===== src/rtl/dec_onehot_seq.sv =====
// Registered AW-to-2**AW one-hot decoder: DECODE follows A one cycle later,
// SCAN walks a single select across all lines, SCAN_DWELL cycles per line.
module dec_onehot_seq #(
   parameter int AW         = 2,
   parameter int SCAN_DWELL = 4
) (
   input  logic              i_clk,
   input  logic              i_rst,
   input  logic              i_en,
   input  logic              i_mode,
   input  logic [AW-1:0]     i_a,
   output logic [2**AW-1:0]  o_y,
   output logic              o_busy,
   output logic              o_wrap
);

   localparam int NO = 2**AW;
   localparam int DW = (SCAN_DWELL > 1) ? $clog2(SCAN_DWELL) : 1;
   localparam logic [DW-1:0] DWELL_LAST = DW'(SCAN_DWELL - 1);
   localparam logic [AW-1:0] PTR_LAST   = '1;

   typedef enum logic [1:0] {
      ST_IDLE   = 2'd0,
      ST_DECODE = 2'd1,
      ST_SCAN   = 2'd2
   } state_t;

   state_t          r_state, w_state;
   logic [AW-1:0]   r_ptr, w_ptr;
   logic [DW-1:0]   r_dwell, w_dwell;
   logic [NO-1:0]   r_y, w_y;
   logic            r_busy, w_busy;
   logic            r_wrap, w_wrap;
   logic [AW-1:0]   w_ptr_inc;

   function automatic logic [NO-1:0] onehot(input logic [AW-1:0] idx);
      logic [NO-1:0] v;
      v      = '0;
      v[idx] = 1'b1;
      return v;
   endfunction

   assign w_ptr_inc = r_ptr + 1'b1;

   always_comb begin
      w_state = r_state;
      w_ptr   = r_ptr;
      w_dwell = r_dwell;
      w_y     = r_y;
      w_busy  = r_busy;
      w_wrap  = 1'b0;

      if (!i_en) begin
         w_state = ST_IDLE;
         w_ptr   = '0;
         w_dwell = '0;
         w_y     = '0;
         w_busy  = 1'b0;
      end else if (!i_mode) begin
         w_state = ST_DECODE;
         w_ptr   = '0;
         w_dwell = '0;
         w_y     = onehot(i_a);
         w_busy  = 1'b0;
      end else if (r_state != ST_SCAN) begin
         // Fresh scan entry, never a wrap even when starting at line 0.
         w_state = ST_SCAN;
         w_ptr   = i_a;
         w_dwell = '0;
         w_y     = onehot(i_a);
         w_busy  = 1'b1;
      end else if (r_dwell == DWELL_LAST) begin
         w_ptr   = w_ptr_inc;
         w_dwell = '0;
         w_y     = onehot(w_ptr_inc);
         w_wrap  = (r_ptr == PTR_LAST);
      end else begin
         w_dwell = r_dwell + 1'b1;
      end
   end

   always_ff @(posedge i_clk) begin
      if (i_rst) begin
         r_state <= ST_IDLE;
         r_ptr   <= '0;
         r_dwell <= '0;
         r_y     <= '0;
         r_busy  <= 1'b0;
         r_wrap  <= 1'b0;
      end else begin
         r_state <= w_state;
         r_ptr   <= w_ptr;
         r_dwell <= w_dwell;
         r_y     <= w_y;
         r_busy  <= w_busy;
         r_wrap  <= w_wrap;
      end
   end

   assign o_y    = r_y;
   assign o_busy = r_busy;
   assign o_wrap = r_wrap;

endmodule

===== config.mk =====
export PLATFORM = sky130hd
export DESIGN_NAME = dec_onehot_seq
export DESIGN_NICKNAME = d
export VERILOG_FILES = /design/src/rtl/dec_onehot_seq.sv
export SDC_FILE = /design/constraint.sdc
export NUM_CORES = 1
export LEC_CHECK = 0
export CORE_MARGIN = 2
export CORE_UTILIZATION = 40
export DETAILED_ROUTE_END_ITERATION = 8
export PLACE_DENSITY = 0.66
export SYNTH_ARGS = -nofsm -noshare
export SYNTH_HDL_FRONTEND = slang
export SYNTH_SLANG_ARGS = --single-unit

===== constraint.sdc =====
create_clock -name i_clk -period 1.79 [get_ports i_clk]
set_clock_uncertainty 0.2 [all_clocks]
set_input_delay 0.358 -clock i_clk [delete_from_list [all_inputs] [get_ports i_clk]]
set_output_delay 0.358 -clock i_clk [all_outputs]
set_load 0.01 [all_outputs]

; ---- Yosys cells after proc, flatten, opt, wreduce, memory -nomap -nowiden
; Index checks and enable logic that the tools add are counted.
[classes]
n_mux = 11
add_sub_neg = 2
order_cmp = 4
eq_ne = 5
n_bitwise = 3
reduce_logical = 7
[ops]
columns = operator, n
row1 = $mux W4, 3
row2 = $reduce_or A5 Y1, 2
row3 = $lt A2 B3 Y1 const B, 2
row4 = $add A2 B1 Y2 const B, 2
row5 = $demux W1 S2, 2
row6 = $eq A2 B2 Y1 const B, 2
row7 = $ge A2 B1 Y1 const B, 2
row8 = $mux W1, 4
row9 = $mux W2, 2
row10 = $ne A3 B1 Y1 const B, 1
row11 = $not A1 Y1, 3
row12 = $reduce_or A3 Y1, 1
row13 = $logic_and A1 B1 Y1, 2
row14 = $ne A2 B1 Y1 const B, 1
row15 = $ne A2 B2 Y1 const B, 1
row16 = $reduce_bool A2 Y1, 1
row17 = $reduce_or A2 Y1, 1
[word_totals]
regBits = 11
inputBits = 6
word_cells = 38
output_inout_bits = 6

; ---- Depth between registers and ports, before layout
[logic_depth]
ltp_word = 8
mapped_depth = 5
ltp_nobuf = 5

; ---- Worst setup path before layout
; OpenSTA, ideal clock, no wires.
[synth_timing]
path_type = reg2reg
from = reg r_dwell[0]
to = reg r_y[0], in the netlist o_y[0]
setup_ns = 0.124
slack_ns = 0.430
n_path_buf = 1
path_stages_with_launch = 6
required_time_ns = 1.466
period_less_slack_ns = 1.360
arrival_ns = 1.035
cell_sequence = dfxtp_1 ha_1 buf_6 mux2_4 nand3_1 a21oi_1
[synth_between]
elab_chain_cells = 2
[synth_rtl]
columns = item, line_no
row1 = start: declaration, 30  ; logic [DW-1:0] r_dwell, w_dwell;
row2 = start signal: assignment, 93  ; r_dwell <= w_dwell;
row3 = $eq A2 B2 Y1, 72  ; end else if (r_dwell == DWELL_LAST) begin
row4 = $ne A3 B1 Y1 (no source line), -
row5 = end signal: assignment, 94  ; r_y <= w_y;
row6 = end: declaration, 31  ; logic [NO-1:0] r_y, w_y;
; No other way between the ends.
; A chain may end at the register's enable or synchronous reset.

; ---- Final worst setup path
[layout_timing]
from = reg r_y[3], in the netlist o_y[3]
to = out o_y[3]
[layout_lines]
columns = item, line_no
row1 = end: declaration, 12  ; output logic [2**AW-1:0] o_y,
; No word-level cell between the ends.

==> metrics <==
post-synth cell types=19; Worst Max-Slew Pin Slew=444 ps; IO Pins=12; Max Cap Viol=0; vias per cell=4.90; Synth Area in Compound Gates=6.42%; Synthesized Nets=66; FF-to-FF path depth=4; Reg clk slew, reported paths=70 ps; clk root buf=clkbuf_4; # rows=13; CP peak stage delay=approximately 540 ps; Hold Buf Count CTS=0; Global Route Usage Sum=16.6%; setup TNS=0 ps; number of synthesized register bits=11; CTS Buf Count=3; crit-path max FO=2; initial antenna violation count=0; Max Fclk=0.584 GHz; Hold Violations, Final=0; clk_lat worst skew=260 ps; die area=1680 µm²; WS Path Type=register to output port; sink of the worst hold path=r_dwell[0]; floorplan core area=around 1300 µm²; Buf+Inv Stages, Crit Path=1; first-pass GRT wire length=about 1700 µm; Crit-path slowest cell=clkdlybuf4s50_1; Post-DP Area=663 µm²; WP data required=1230 ps; GRT Residual Overflow=0; fin area=between 600 and 700 µm²; share of the synthesized area in the top cell type=between 40% and 50%; post-synthesis adder-cell area fraction=roughly 11%; worst hold start=r_dwell[0]; Ant. Diodes=0; via count=412; share of cells above drive strength 1=13.0%; status=finished, final reports clean; Hold Crit Depth=1; worst path arrival time=1150 ps; Chip Height=40.9 µm; post-DR wirelength/cell=12.2 µm; CP startpoint kind=register; Avg Inst Size Synth=a little under 10 µm²; Initial Utilization=around 42%; unrepaired setup endpoints after global routing=false; vias in the first global route=384; CTS sink cnt=11; Hold Path Class=register to register; fin crit share=between 90% and 100%; Tot Pwr=0.473 mW; drt pass-1 iters=3; placer congestion estimate=0.696; TritonCTS clock tree=yes; Cells after Synth=55; hold_ws=~240 ps; LEAKAGE=approximately 0.29 nW; YS warnings=0; Cell Chain, Critical Path=clkdlybuf4s50_1; htree depth=1; P&R area growth vs syn=26.8%; relative slew slack=70.4%; Post-Synth Simple-Gate Area=between 20% and 30%; pin count of the biggest net entering global routing=10; DRC errors left=0; Final HPWL DP=762 µm; number of setup violations in the final report=0; crit-path leading delay family=buffers and inverters; reg-to-reg startpoint=r_dwell[0]; sequential-to-total area share from yosys stat=about 40%; mux share of post-synthesis cell area=12.8%; top post-synthesis cells by area=dfxtp_1, ha_1, mux2_4; DRT iter0 DRCs=3; CTS max path bufs=2; PD cells=roughly 680 nW/µm²; reg2reg setup slack=210 ps; largest area contributor in the netlist=dfxtp_1; max-slew violations=0; # nets final=81; Post-Synth XOR/XNOR Area=1.61%; Worst Setup End Kind=output port; Cell Area, Synth=546 µm²; largest family of logic cells by synthesized area=simple AND/OR/NAND/NOR gates; peak supply drop=about 0.32 mV; Tmin final=around 1700 ps; DRT antenna net count=0; die extent in x=40.9 µm; R2R Path End=o_y[3]; Final Util=53.8%; Buffers on Ports=11; drt total wl=1030 µm
cells by family (layout without fill, tap and decap cells):
group           after synthesis  in the layout
compound gates                6              6
xor+xnor                      1              1
fa+ha+maj                     5              5
buf+inv                       6             20
flops                        11             11
mux                           5              5
simple gates                 21             21
routing by layer:
| metal | share of wire (%) | routed length (µm) | global-route usage (%) |
|---|---|---|---|
| met5 | 0 | 0 | 0 |
| met4 | 1.5 | 15 | 12.5 |
| met3 | 3.8 | 39 | 6.52 |
| met2 | 46 | 471 | 23.8 |
| met1 | 49 | 501 | 19.5 |
report_power, final:
part	switching [mW]	total, mW	internal [mW]
Clock	0.0810	0.167	0.0862
Sequential	0.00403	0.255	0.250
Combinational	0.0232	0.0517	0.0285
Total	0.108	0.473	0.365
metrics by stage:
| stage | worst slack, ps | cells |
|---|---|---|
| final | 78.6 | 84 |
| after global routing | 16.8 | 84 |
| after CTS | 48.3 | 84 |
| after detailed placement | 208 | 80 |
| after global placement | 215 | 80 |
| after floorplan | 430 | 55 |
what timing repair did:
action,in CTS,in global routing
hold endpoints to repair,0,0
endpoints found under the setup margin,0,1
resized for setup,0,1
buffers inserted,0,0
placed cells by master, fill, tap and decap left out:
cell             instances
nand3b_2                 1
dlymetal6s2s_1           1
nand2b_1                 1
dfxtp_1                 11
nor4_1                   2
and2b_1                  1
nand3b_1                 2
nor2_1                   5
mux2_4                   4
buf_4                    1
a211oi_1                 2
inv_1                    4
mux2i_1                  1
a21oi_1                  4
clkbuf_1                 1
nand3_1                  6
nand2_1                  2
clkbuf_4                 3
nor2b_1                  1
clkdlybuf4s50_1         10
xnor2_1                  1
ha_1                     5
cell usage after synthesis:
library cell  number
dfxtp_1           11
nand3_1            6
ha_1               5
nor2_1             5
a21oi_1            4
inv_1              4
mux2_4             4
a211oi_1           2
nand2_1            2
nand3b_1           2
nor4_1             2
and2b_1            1
buf_4              1
buf_6              1
mux2i_1            1
nand2b_1           1
nand3b_2           1
nor2b_1            1
xnor2_1            1
layout make-up:
cell class | instances | area [µm²]
flip-flops and latches | 11 | 220
multi-input cells | 38 | 292
inverters | 4 | 15.0
clock buffers | 4 | 26.3
fillers | 134 | 593
well taps | 15 | 18.8
repair buffers | 12 | 120
worst max-delay path by stage:
stage / from / endpoint / slack, ps / depth (start not counted)
2_1_floorplan: r_dwell[0] / o_y[0] / 430 / 5
3_3_place_gp: i_mode / r_dwell[1] / 210 / 3
3_5_place_dp: i_en / r_ptr[0] / 210 / 4
4_1_cts: o_busy / o_busy / 50 / 1
5_1_grt: o_y[3] / o_y[3] / 20 / 1
6_report: o_y[3] / o_y[3] / 80 / 1
flip-flops by register name, indices dropped and copies added (netlist names):
| signal | flops |
|---|---|
| o_wrap | 1 |
| r_dwell | 2 |
| o_y | 4 |
| r_state | 1 |
| o_busy | 1 |
| r_ptr | 2 |
(Power assumes the default switching activity.)
